===== config.mk =====
export PLATFORM = sky130hd
export DESIGN_NAME = bcd_time_clock_flat
export DESIGN_NICKNAME = d
export VERILOG_FILES = /design/src/rtl/bcd_time_pkg.sv /design/src/rtl/bcd_time_clock_if.sv /design/src/rtl/bcd_digit.sv /design/src/rtl/bcd_time_clock.sv /design/src/flat_wrapper.sv
export SDC_FILE = /design/constraint.sdc
export NUM_CORES = 1
export LEC_CHECK = 0
export CAP_MARGIN = 10
export CELL_PAD_IN_SITES_DETAIL_PLACEMENT = 1
export CELL_PAD_IN_SITES_GLOBAL_PLACEMENT = 1
export CORE_MARGIN = 4
export CORE_UTILIZATION = 33
export DETAILED_ROUTE_END_ITERATION = 12
export HOLD_SLACK_MARGIN = 0.1
export PLACE_DENSITY_LB_ADDON = 0.08
export SYNTH_ARGS = -nofsm -noshare
export SYNTH_HDL_FRONTEND = slang
export SYNTH_SLANG_ARGS = --single-unit

===== constraint.sdc =====
create_clock -name clk -period 9.03 [get_ports clk]
set_clock_uncertainty 0.05 [all_clocks]
set_input_delay 2.2575 -clock clk [delete_from_list [all_inputs] [get_ports clk]]
set_output_delay 2.2575 -clock clk [all_outputs]
set_load 0.03 [all_outputs]

===== src/rtl/bcd_time_pkg.sv =====
// Shared constants, preset payload layout and hour-range helpers for the
// BCD time-of-day / stopwatch counter.
package bcd_time_pkg;

    localparam int unsigned DIG_MAX   = 9;
    localparam int unsigned TENS_MAX  = 5;
    localparam int unsigned UNITS_W   = 4;
    localparam int unsigned TENS_W    = 3;
    localparam int unsigned HR_TENS_W = 2;

    // Preset layout, MSB first: hours, minutes, seconds, tenths, hundredths
    typedef struct packed {
        logic [HR_TENS_W-1:0] dh;
        logic [UNITS_W-1:0]   uh;
        logic [TENS_W-1:0]    dm;
        logic [UNITS_W-1:0]   um;
        logic [TENS_W-1:0]    ds;
        logic [UNITS_W-1:0]   us;
        logic [UNITS_W-1:0]   dec;
        logic [UNITS_W-1:0]   cen;
    } bcd_time_t;

    function automatic logic hour_wrap_legal(input int unsigned hw);
        return (hw == 32'd24) || (hw == 32'd12);
    endfunction

    function automatic logic hour_ok(input logic [HR_TENS_W-1:0] t,
                                     input logic [UNITS_W-1:0]   u,
                                     input int unsigned          hw);
        return (u <= 4'd9) && ((32'(t) * 32'd10 + 32'(u)) < hw);
    endfunction

endpackage


===== src/rtl/bcd_time_clock_if.sv =====
// Control strobes, preset payload and BCD digit/event outputs of bcd_time_clock.
interface bcd_time_clock_if;
    import bcd_time_pkg::*;

    logic      tick;
    logic      stay;
    logic      down;
    logic      load;
    bcd_time_t preset;
    logic      add;
    logic      add_sel;

    logic [3:0] centesimas;
    logic [3:0] decimas;
    logic [3:0] unidadesSegundo;
    logic [2:0] decenasSegundo;
    logic [3:0] unidadesMinuto;
    logic [2:0] decenasMinuto;
    logic [3:0] unidadesHora;
    logic [1:0] decenasHora;
    logic       day_wrap;
    logic       expired;
    logic       is_zero;

    modport master (
        output tick, stay, down, load, preset, add, add_sel,
        input  centesimas, decimas, unidadesSegundo, decenasSegundo,
               unidadesMinuto, decenasMinuto, unidadesHora, decenasHora,
               day_wrap, expired, is_zero
    );

    modport slave (
        input  tick, stay, down, load, preset, add, add_sel,
        output centesimas, decimas, unidadesSegundo, decenasSegundo,
               unidadesMinuto, decenasMinuto, unidadesHora, decenasHora,
               day_wrap, expired, is_zero
    );

endinterface


===== src/rtl/bcd_digit.sv =====
// One BCD digit register with wrap-around increment/decrement, clear and
// range-checked load. Priority: rst > clr > ld > inc > dec.
module bcd_digit #(
    parameter int unsigned WIDTH = 4,
    parameter int unsigned MAX   = 9
) (
    input  logic             clk,
    input  logic             rst,
    input  logic             inc,
    input  logic             dec,
    input  logic             clr,
    input  logic             ld,
    input  logic [WIDTH-1:0] ld_val,
    output logic [WIDTH-1:0] q,
    output logic             at_max,
    output logic             at_zero
);

    localparam logic [WIDTH-1:0] QMAX = WIDTH'(MAX);

    logic [WIDTH-1:0] q_nxt;

    assign at_max  = (q == QMAX);
    assign at_zero = (q == '0);

    always_comb begin
        q_nxt = q;
        if (clr) begin
            q_nxt = '0;
        end else if (ld) begin
            q_nxt = (ld_val > QMAX) ? '0 : ld_val;
        end else if (inc) begin
            q_nxt = at_max ? '0 : q + WIDTH'(1);
        end else if (dec) begin
            q_nxt = at_zero ? QMAX : q - WIDTH'(1);
        end
    end

    always_ff @(posedge clk) begin
        if (rst) begin
            q <= '0;
        end else begin
            q <= q_nxt;
        end
    end

endmodule


===== src/rtl/bcd_time_clock.sv =====
// BCD HH:MM:SS.ff time-of-day / stopwatch / timer counter owning the whole
// carry/borrow chain, with preset load, manual setting and event pulses.
module bcd_time_clock
    import bcd_time_pkg::*;
#(
    parameter int unsigned HOUR_WRAP   = 24,
    parameter int unsigned FRAC_DIGITS = 2,
    parameter int unsigned DOWN_EN     = 1
) (
    input logic             clk,
    input logic             rst,
    bcd_time_clock_if.slave bus
);

    localparam int unsigned HW        = hour_wrap_legal(HOUR_WRAP) ? HOUR_WRAP : 24;
    localparam int unsigned HR_T_MAX  = (HW - 1) / 10;
    localparam int unsigned HR_U_LAST = (HW - 1) % 10;
    localparam int unsigned LSB       = (FRAC_DIGITS >= 2) ? 0 : 2 - FRAC_DIGITS;
    localparam logic [7:0]  LSB_MASK  = 8'(1 << LSB);

    // Digit index: 0 cen, 1 dec, 2 us, 3 ds, 4 um, 5 dm, 6 uh, 7 dh
    logic [3:0] q_cen, q_dec, q_us, q_um, q_uh;
    logic [2:0] q_ds, q_dm;
    logic [1:0] q_dh;

    logic [7:0] inc, dec, clr;
    logic [7:0] at_max, at_zero, lo_zero;
    logic [6:0] lo_max;
    logic       mx_run, zr_run;

    logic      dir_dn, cnt, cnt_up, cnt_dn;
    logic      add_en, add_min, add_hr;
    logic      hr_last, hr_step, all_zero, lsb_one;
    logic      wrap_c, expire_c, zero_n;
    logic      day_wrap_q, expired_q, is_zero_q;
    bcd_time_t ld_v;

    // Strobe qualification: load beats add, add only while stopped
    assign dir_dn  = bus.down & (DOWN_EN != 0);
    assign cnt     = bus.tick & bus.stay & ~bus.load;
    assign cnt_up  = cnt & ~dir_dn;
    assign cnt_dn  = cnt & dir_dn;
    assign add_en  = bus.add & ~bus.stay & ~bus.load;
    assign add_min = add_en & ~bus.add_sel;
    assign add_hr  = add_en & bus.add_sel;

    assign all_zero = &at_zero;
    assign hr_last  = at_max[7] & (q_uh == 4'(HR_U_LAST));
    assign hr_step  = (cnt_up & lo_max[6]) | add_hr;

    // Per-field range check of the preset; bad hours load as 00
    always_comb begin
        ld_v = bus.preset;
        if (ld_v.cen > 4'(DIG_MAX))  ld_v.cen = '0;
        if (ld_v.dec > 4'(DIG_MAX))  ld_v.dec = '0;
        if (ld_v.us  > 4'(DIG_MAX))  ld_v.us  = '0;
        if (ld_v.ds  > 3'(TENS_MAX)) ld_v.ds  = '0;
        if (ld_v.um  > 4'(DIG_MAX))  ld_v.um  = '0;
        if (ld_v.dm  > 3'(TENS_MAX)) ld_v.dm  = '0;
        if (!hour_ok(bus.preset.dh, bus.preset.uh, HW)) begin
            ld_v.dh = '0;
            ld_v.uh = '0;
        end
        if (FRAC_DIGITS < 2) ld_v.cen = '0;
        if (FRAC_DIGITS < 1) ld_v.dec = '0;
    end

    // lo_max[k]/lo_zero[k]: every digit below k sits at its max / at zero
    always_comb begin
        mx_run  = 1'b1;
        zr_run  = 1'b1;
        lo_max  = '0;
        lo_zero = '0;
        for (int k = 0; k < 8; k++) begin
            if (k < 7) begin
                lo_max[k] = mx_run;
                mx_run    = mx_run & at_max[k];
            end
            lo_zero[k] = zr_run;
            zr_run     = zr_run & at_zero[k];
        end
    end

    // Carry/borrow chain and manual-set steering
    always_comb begin
        inc = '0;
        dec = '0;
        clr = '0;
        for (int k = 0; k < 8; k++) begin
            dec[k] = cnt_dn & ~all_zero & lo_zero[k];
        end
        for (int k = 0; k < 6; k++) begin
            inc[k] = cnt_up & lo_max[k];
        end
        inc[4]   = inc[4] | add_min;
        inc[5]   = inc[5] | (add_min & at_max[4]);
        clr[3:0] = {4{add_en}};
        inc[6]   = hr_step;
        inc[7]   = hr_step & at_max[6];
        clr[7:6] = {2{hr_step & hr_last}};
    end

    always_comb begin
        case (LSB)
            0:       lsb_one = (q_cen == 4'd1);
            1:       lsb_one = (q_dec == 4'd1);
            default: lsb_one = (q_us == 4'd1);
        endcase
    end

    assign wrap_c   = cnt_up & lo_max[6] & hr_last;
    assign expire_c = cnt_dn & lsb_one & (&(at_zero | LSB_MASK));

    // Value of is_zero after this edge, derived from the operation taking place
    always_comb begin
        zero_n = is_zero_q;
        if (bus.load) begin
            zero_n = (ld_v == '0);
        end else if (add_min) begin
            zero_n = at_max[4] & at_max[5] & at_zero[6] & at_zero[7];
        end else if (add_hr) begin
            zero_n = hr_last & at_zero[4] & at_zero[5];
        end else if (cnt_up) begin
            zero_n = wrap_c;
        end else if (cnt_dn) begin
            zero_n = all_zero | expire_c;
        end
    end

    always_ff @(posedge clk) begin
        if (rst) begin
            day_wrap_q <= 1'b0;
            expired_q  <= 1'b0;
            is_zero_q  <= 1'b1;
        end else begin
            day_wrap_q <= wrap_c;
            expired_q  <= expire_c;
            is_zero_q  <= zero_n;
        end
    end

    if (FRAC_DIGITS >= 2) begin : g_cen
        bcd_digit #(.WIDTH(UNITS_W), .MAX(DIG_MAX)) u_cen (
            .clk, .rst, .inc(inc[0]), .dec(dec[0]), .clr(clr[0]), .ld(bus.load),
            .ld_val(ld_v.cen), .q(q_cen), .at_max(at_max[0]), .at_zero(at_zero[0]));
    end else begin : g_no_cen
        assign q_cen      = '0;
        assign at_max[0]  = 1'b1;
        assign at_zero[0] = 1'b1;
    end

    if (FRAC_DIGITS >= 1) begin : g_dec
        bcd_digit #(.WIDTH(UNITS_W), .MAX(DIG_MAX)) u_dec (
            .clk, .rst, .inc(inc[1]), .dec(dec[1]), .clr(clr[1]), .ld(bus.load),
            .ld_val(ld_v.dec), .q(q_dec), .at_max(at_max[1]), .at_zero(at_zero[1]));
    end else begin : g_no_dec
        assign q_dec      = '0;
        assign at_max[1]  = 1'b1;
        assign at_zero[1] = 1'b1;
    end

    bcd_digit #(.WIDTH(UNITS_W), .MAX(DIG_MAX)) u_us (
        .clk, .rst, .inc(inc[2]), .dec(dec[2]), .clr(clr[2]), .ld(bus.load),
        .ld_val(ld_v.us), .q(q_us), .at_max(at_max[2]), .at_zero(at_zero[2]));

    bcd_digit #(.WIDTH(TENS_W), .MAX(TENS_MAX)) u_ds (
        .clk, .rst, .inc(inc[3]), .dec(dec[3]), .clr(clr[3]), .ld(bus.load),
        .ld_val(ld_v.ds), .q(q_ds), .at_max(at_max[3]), .at_zero(at_zero[3]));

    bcd_digit #(.WIDTH(UNITS_W), .MAX(DIG_MAX)) u_um (
        .clk, .rst, .inc(inc[4]), .dec(dec[4]), .clr(clr[4]), .ld(bus.load),
        .ld_val(ld_v.um), .q(q_um), .at_max(at_max[4]), .at_zero(at_zero[4]));

    bcd_digit #(.WIDTH(TENS_W), .MAX(TENS_MAX)) u_dm (
        .clk, .rst, .inc(inc[5]), .dec(dec[5]), .clr(clr[5]), .ld(bus.load),
        .ld_val(ld_v.dm), .q(q_dm), .at_max(at_max[5]), .at_zero(at_zero[5]));

    // Hour units: generic 0..9 digit; the HW-1 -> 00 wrap is forced via clr
    bcd_digit #(.WIDTH(UNITS_W), .MAX(DIG_MAX)) u_uh (
        .clk, .rst, .inc(inc[6]), .dec(dec[6]), .clr(clr[6]), .ld(bus.load),
        .ld_val(ld_v.uh), .q(q_uh), .at_max(at_max[6]), .at_zero(at_zero[6]));

    bcd_digit #(.WIDTH(HR_TENS_W), .MAX(HR_T_MAX)) u_dh (
        .clk, .rst, .inc(inc[7]), .dec(dec[7]), .clr(clr[7]), .ld(bus.load),
        .ld_val(ld_v.dh), .q(q_dh), .at_max(at_max[7]), .at_zero(at_zero[7]));

    assign bus.centesimas      = q_cen;
    assign bus.decimas         = q_dec;
    assign bus.unidadesSegundo = q_us;
    assign bus.decenasSegundo  = q_ds;
    assign bus.unidadesMinuto  = q_um;
    assign bus.decenasMinuto   = q_dm;
    assign bus.unidadesHora    = q_uh;
    assign bus.decenasHora     = q_dh;
    assign bus.day_wrap        = day_wrap_q;
    assign bus.expired         = expired_q;
    assign bus.is_zero         = is_zero_q;

endmodule


===== src/flat_wrapper.sv =====
// flat-port wrapper written by rule: the top's interface ports become plain ports
module bcd_time_clock_flat import bcd_time_pkg::*;
#(
    parameter int unsigned HOUR_WRAP   = 24,
    parameter int unsigned FRAC_DIGITS = 2,
    parameter int unsigned DOWN_EN     = 1
)
  (clk, rst, bus_tick, bus_stay, bus_down, bus_load, bus_preset, bus_add, bus_add_sel, bus_centesimas, bus_decimas, bus_unidadesSegundo, bus_decenasSegundo, bus_unidadesMinuto, bus_decenasMinuto, bus_unidadesHora, bus_decenasHora, bus_day_wrap, bus_expired, bus_is_zero);
  bcd_time_clock_if bus_i ();
  input logic clk;
  input logic rst;
  input wire logic [$bits(bus_i.tick)-1:0] bus_tick;
  input wire logic [$bits(bus_i.stay)-1:0] bus_stay;
  input wire logic [$bits(bus_i.down)-1:0] bus_down;
  input wire logic [$bits(bus_i.load)-1:0] bus_load;
  input wire logic [$bits(bus_i.preset)-1:0] bus_preset;
  input wire logic [$bits(bus_i.add)-1:0] bus_add;
  input wire logic [$bits(bus_i.add_sel)-1:0] bus_add_sel;
  output wire logic [$bits(bus_i.centesimas)-1:0] bus_centesimas;
  output wire logic [$bits(bus_i.decimas)-1:0] bus_decimas;
  output wire logic [$bits(bus_i.unidadesSegundo)-1:0] bus_unidadesSegundo;
  output wire logic [$bits(bus_i.decenasSegundo)-1:0] bus_decenasSegundo;
  output wire logic [$bits(bus_i.unidadesMinuto)-1:0] bus_unidadesMinuto;
  output wire logic [$bits(bus_i.decenasMinuto)-1:0] bus_decenasMinuto;
  output wire logic [$bits(bus_i.unidadesHora)-1:0] bus_unidadesHora;
  output wire logic [$bits(bus_i.decenasHora)-1:0] bus_decenasHora;
  output wire logic [$bits(bus_i.day_wrap)-1:0] bus_day_wrap;
  output wire logic [$bits(bus_i.expired)-1:0] bus_expired;
  output wire logic [$bits(bus_i.is_zero)-1:0] bus_is_zero;
  assign bus_i.tick = bus_tick;
  assign bus_i.stay = bus_stay;
  assign bus_i.down = bus_down;
  assign bus_i.load = bus_load;
  assign bus_i.preset = bus_preset;
  assign bus_i.add = bus_add;
  assign bus_i.add_sel = bus_add_sel;
  assign bus_centesimas = bus_i.centesimas;
  assign bus_decimas = bus_i.decimas;
  assign bus_unidadesSegundo = bus_i.unidadesSegundo;
  assign bus_decenasSegundo = bus_i.decenasSegundo;
  assign bus_unidadesMinuto = bus_i.unidadesMinuto;
  assign bus_decenasMinuto = bus_i.decenasMinuto;
  assign bus_unidadesHora = bus_i.unidadesHora;
  assign bus_decenasHora = bus_i.decenasHora;
  assign bus_day_wrap = bus_i.day_wrap;
  assign bus_expired = bus_i.expired;
  assign bus_is_zero = bus_i.is_zero;
  bcd_time_clock #(.HOUR_WRAP(HOUR_WRAP), .FRAC_DIGITS(FRAC_DIGITS), .DOWN_EN(DOWN_EN)) u_core (.clk(clk), .rst(rst), .bus(bus_i));
endmodule

==> flow_summary.rst <==
.. list-table::
   :header-rows: 1

   * - Metric
     - Value
   * - Run status
     - completed
   * - Most frequent cells in the layout
     - 65 x sky130_fd_sc_hd__clkdlybuf4s50_1, 40 x sky130_fd_sc_hd__nor2_1, 40 x sky130_fd_sc_hd__nand2_1, 32 x sky130_fd_sc_hd__o21ai_0, 31 x sky130_fd_sc_hd__dfxtp_1
   * - Source of the worst register-to-register timing path
     - u_core.g_cen.u_cen.q[0]
   * - First-pass GRT wire length
     - 18.9 mm
   * - R2R cell count
     - 6
   * - Post-place setup slack
     - 3.79 ns
   * - Maximum root-to-sink buffer count
     - 2
   * - Destination of the worst register-to-register timing path
     - u_core.u_dm.q[1]
   * - Fraction of the cycle the final worst path needs
     - 54.8%
   * - Via/cell ratio
     - 5.83
   * - Power density over the cells
     - 112 mW/mm²
   * - Max IR drop VDD
     - 0.0715 mV
   * - Post-synthesis instance total
     - 461
   * - Clock period minus final worst setup slack
     - 4.94 ns
   * - Largest net degree at the start of global routing
     - 56
   * - Required time at the worst-slack endpoint
     - 9.12 ns
   * - Clock root buffer
     - sky130_fd_sc_hd__clkbuf_8
   * - Weighted congestion reported at the end of routability-driven placement
     - 0.796
   * - Worst max-slew margin expressed relative to the limit
     - 29.9%
   * - DRC marker count from the first detailed-route iteration
     - 180
   * - Asr flop ratio synth
     - 0%
   * - Total number of clock tree sinks
     - 31
   * - Worst Max-Slew Pin Slew
     - 1.04 ns
   * - PnR Total Power
     - 0.457 mW
   * - Setup total negative slack
     - 0 ns
   * - FILL cells
     - 1264
   * - Share of the yosys chip area belonging to registers
     - 18.7%
   * - Synth warnings
     - 0
   * - Final hold violation count
     - 0
   * - Clock latency on the worst-skew pair
     - 0.29 ns
   * - Clock tree from TritonCTS
     - done
   * - Final routed wirelength across all metal layers
     - 11.6 mm
   * - H-tree level count
     - 2
   * - Cell area after technology mapping
     - 0.00332 mm²
   * - Number of clock buffers inserted by TritonCTS
     - 5
   * - Maxcap violations
     - 0
   * - Overall die width
     - 108 µm
   * - Slew Viols, Final
     - 0
   * - Via count of the first global-routing pass
     - 3690
   * - Total Die Area
     - 0.0117 mm²
   * - CP Capture Type
     - register
   * - Synthesized flop and latch total
     - 31
   * - Number of placement rows
     - 36
   * - Number of nets in the finished design
     - 549
   * - Number of hold-repair buffers added at the cts stage
     - 0
   * - Post-synth top flop
     - sky130_fd_sc_hd__dfxtp_1
   * - Post-synth EDFFs
     - 0
   * - Critical path fanouts, max
     - 15
   * - Setup Viol. Count Final
     - 0
   * - IO Pins
     - 67
   * - DRC violation count after routing
     - 0
   * - Number of iterations in the first detailed-routing pass
     - 4
   * - Aggregate global routing overflow
     - 0
   * - Fraction of final layout cells sized beyond drive strength 1
     - 5.53%
   * - Most common library cell in the layout ignoring fill and taps
     - sky130_fd_sc_hd__clkdlybuf4s50_1
   * - Avg Synthesized Cell Area
     - 7.21 µm²
   * - Classification of the worst setup path
     - primary input to register
   * - RSZ-0062 raised after global routing
     - no
   * - Post-CTS Setup Bufs
     - 0
   * - Worst reg-to-reg setup slack
     - 5.63 ns
   * - CP Launch Type
     - primary input
   * - Min-Delay Startpoint
     - u_core.bus.is_zero
   * - Routed via count
     - 3728
   * - Setup slack after layout
     - 4.09 ns
   * - Post-CTS sizing
     - 0
   * - Port-buffer cells
     - 66
   * - Type of the worst min-delay path
     - register to register
   * - End point of the most critical hold path
     - u_core.bus.is_zero
   * - Number of unique standard cell types used by synthesis
     - 75
   * - Core area
     - 0.00977 mm²
   * - Initial antenna violation count
     - 0
   * - DP Wirelength
     - 8.77 mm
   * - Maximum operating frequency
     - 202 MHz
   * - Clock-pin slew reported for the worst setup and hold paths after clock tree synthesis
     - 0.08 ns
   * - Starting utilization of the core area
     - 34.0%
   * - Area growth from synthesis to final layout
     - 22.4%
   * - Depth of the worst hold-timing path
     - 1
   * - Final routed wire length divided by cell count
     - 18.2 µm
   * - Die Y-Extent
     - 108 µm
   * - N_diodes
     - 0
   * - Syn_nets
     - 505
   * - GRT Total Usage
     - 19.9%
   * - LEAKAGE
     - 1.37 nW
   * - Worst Path Arrival
     - 5.03 ns
   * - Final ANT Viol Nets
     - 0
[routing by layer]
layer	vias to the layer above	global-route usage, %	share of wire [%]
li1	1842	-	-
met1	1802	27.1	48
met2	68	33.3	47
met3	16	2.33	3.4
met4	0	5.50	1.7
met5	-	0	0
[final cells by class]
cell class                      count  area, µm²  area share [%]
Inverter                           20       75.1            1.84
Timing Repair Buffer               69        678            16.7
Sequential cell                    31        621            15.2
Tap cell                          133        166            4.09
Multi-Input combinational cell    378       2430            59.7
Clock buffer                        8        100            2.46
[cells by family (layout without fill, tap and decap cells)]
kind of cell,count (synthesis),in the layout,share of synthesized area (%)
and+or+nand+nor,211,211,35.9
AOI/OAI and AO/OA,136,136,27.6
buffers and inverters,52,97,8.24
DFF,31,31,18.7
xor gates and xnor gates,12,12,3.16
muxes,11,11,3.39
adders and majority gates,8,8,3.01
[critical path: stages]
cell and delay [ns]:
sky130_fd_sc_hd__clkdlybuf4s50_1 0.61, sky130_fd_sc_hd__nor4bb_1 0.34, sky130_fd_sc_hd__nand3_1 0.54, sky130_fd_sc_hd__o21ai_1 0.58, sky130_fd_sc_hd__mux2_2 0.40, sky130_fd_sc_hd__a31oi_1 0.18
sky130_fd_sc_hd__a311oi_1 0.12
[how the worst max path moves through the flow]
| stage | startpoint | slack (ns) | to | depth (start not counted) |
|---|---|---|---|---|
| 2_1_floorplan | bus_load | 4.54 | u_core.u_uh.q[2] | 7 |
| 3_3_place_gp | bus_stay | 3.92 | u_core.u_dm.q[1] | 7 |
| 3_5_place_dp | bus_stay | 3.79 | u_core.u_dm.q[1] | 7 |
| 4_1_cts | bus_stay | 4.10 | u_core.u_dm.q[1] | 7 |
| 5_1_grt | bus_stay | 3.91 | u_core.u_dm.q[1] | 7 |
| 6_report | bus_stay | 4.09 | u_core.u_dm.q[1] | 7 |
[power by group]
| group | leakage [nW] | switching (mW) | internal [mW] |
|---|---|---|---|
| Combinational | 1.07 | 0.0894 | 0.0705 |
| Sequential | 0.255 | 0.0221 | 0.145 |
| Clock | 0.0515 | 0.0596 | 0.0697 |
| Total | 1.37 | 0.171 | 0.285 |
[state kept, by name, indices dropped and copies added, names as in the netlist]
| signal | cells |
|---|---|
| u_core.u_dm.q | 3 |
| u_core.g_cen.u_cen.q | 4 |
| u_core.u_ds.q | 3 |
| u_core.bus.expired | 1 |
| u_core.bus.is_zero | 1 |
| u_core.u_dh.q | 2 |
| u_core.g_dec.u_dec.q | 4 |
| u_core.u_us.q | 4 |
| u_core.u_um.q | 4 |
| u_core.bus.day_wrap | 1 |
| u_core.u_uh.q | 4 |
[metrics by stage]
step / cell area, µm² / instances / util [%] / hold WS [ns]
2_1_floorplan: 3320 / 461 / - / 0.582
3_3_place_gp: 3970 / 631 / 40.6 / 0.476
3_5_place_dp: 3970 / 631 / 40.6 / 0.472
4_1_cts: 4070 / 639 / 41.6 / 0.498
5_1_grt: 4070 / 639 / 41.6 / 0.512
6_report: 4070 / 639 / 41.6 / 0.489
[synthesized netlist by cell type, drive strengths merged (10+ instances only)]
master | n | area [µm²]
xnor2 | 10 | 87.6
o21ai | 33 | 165
nor2 | 40 | 150
clkbuf | 24 | 130
a31oi | 14 | 87.6
nand3 | 20 | 100
nand2 | 40 | 150
nand4 | 12 | 75.1
inv | 20 | 75.1
a21oi | 25 | 125
nor4 | 10 | 77.6
dfxtp | 31 | 621
nor3 | 22 | 110
Note: power is estimated with default switching activity, not from simulation.
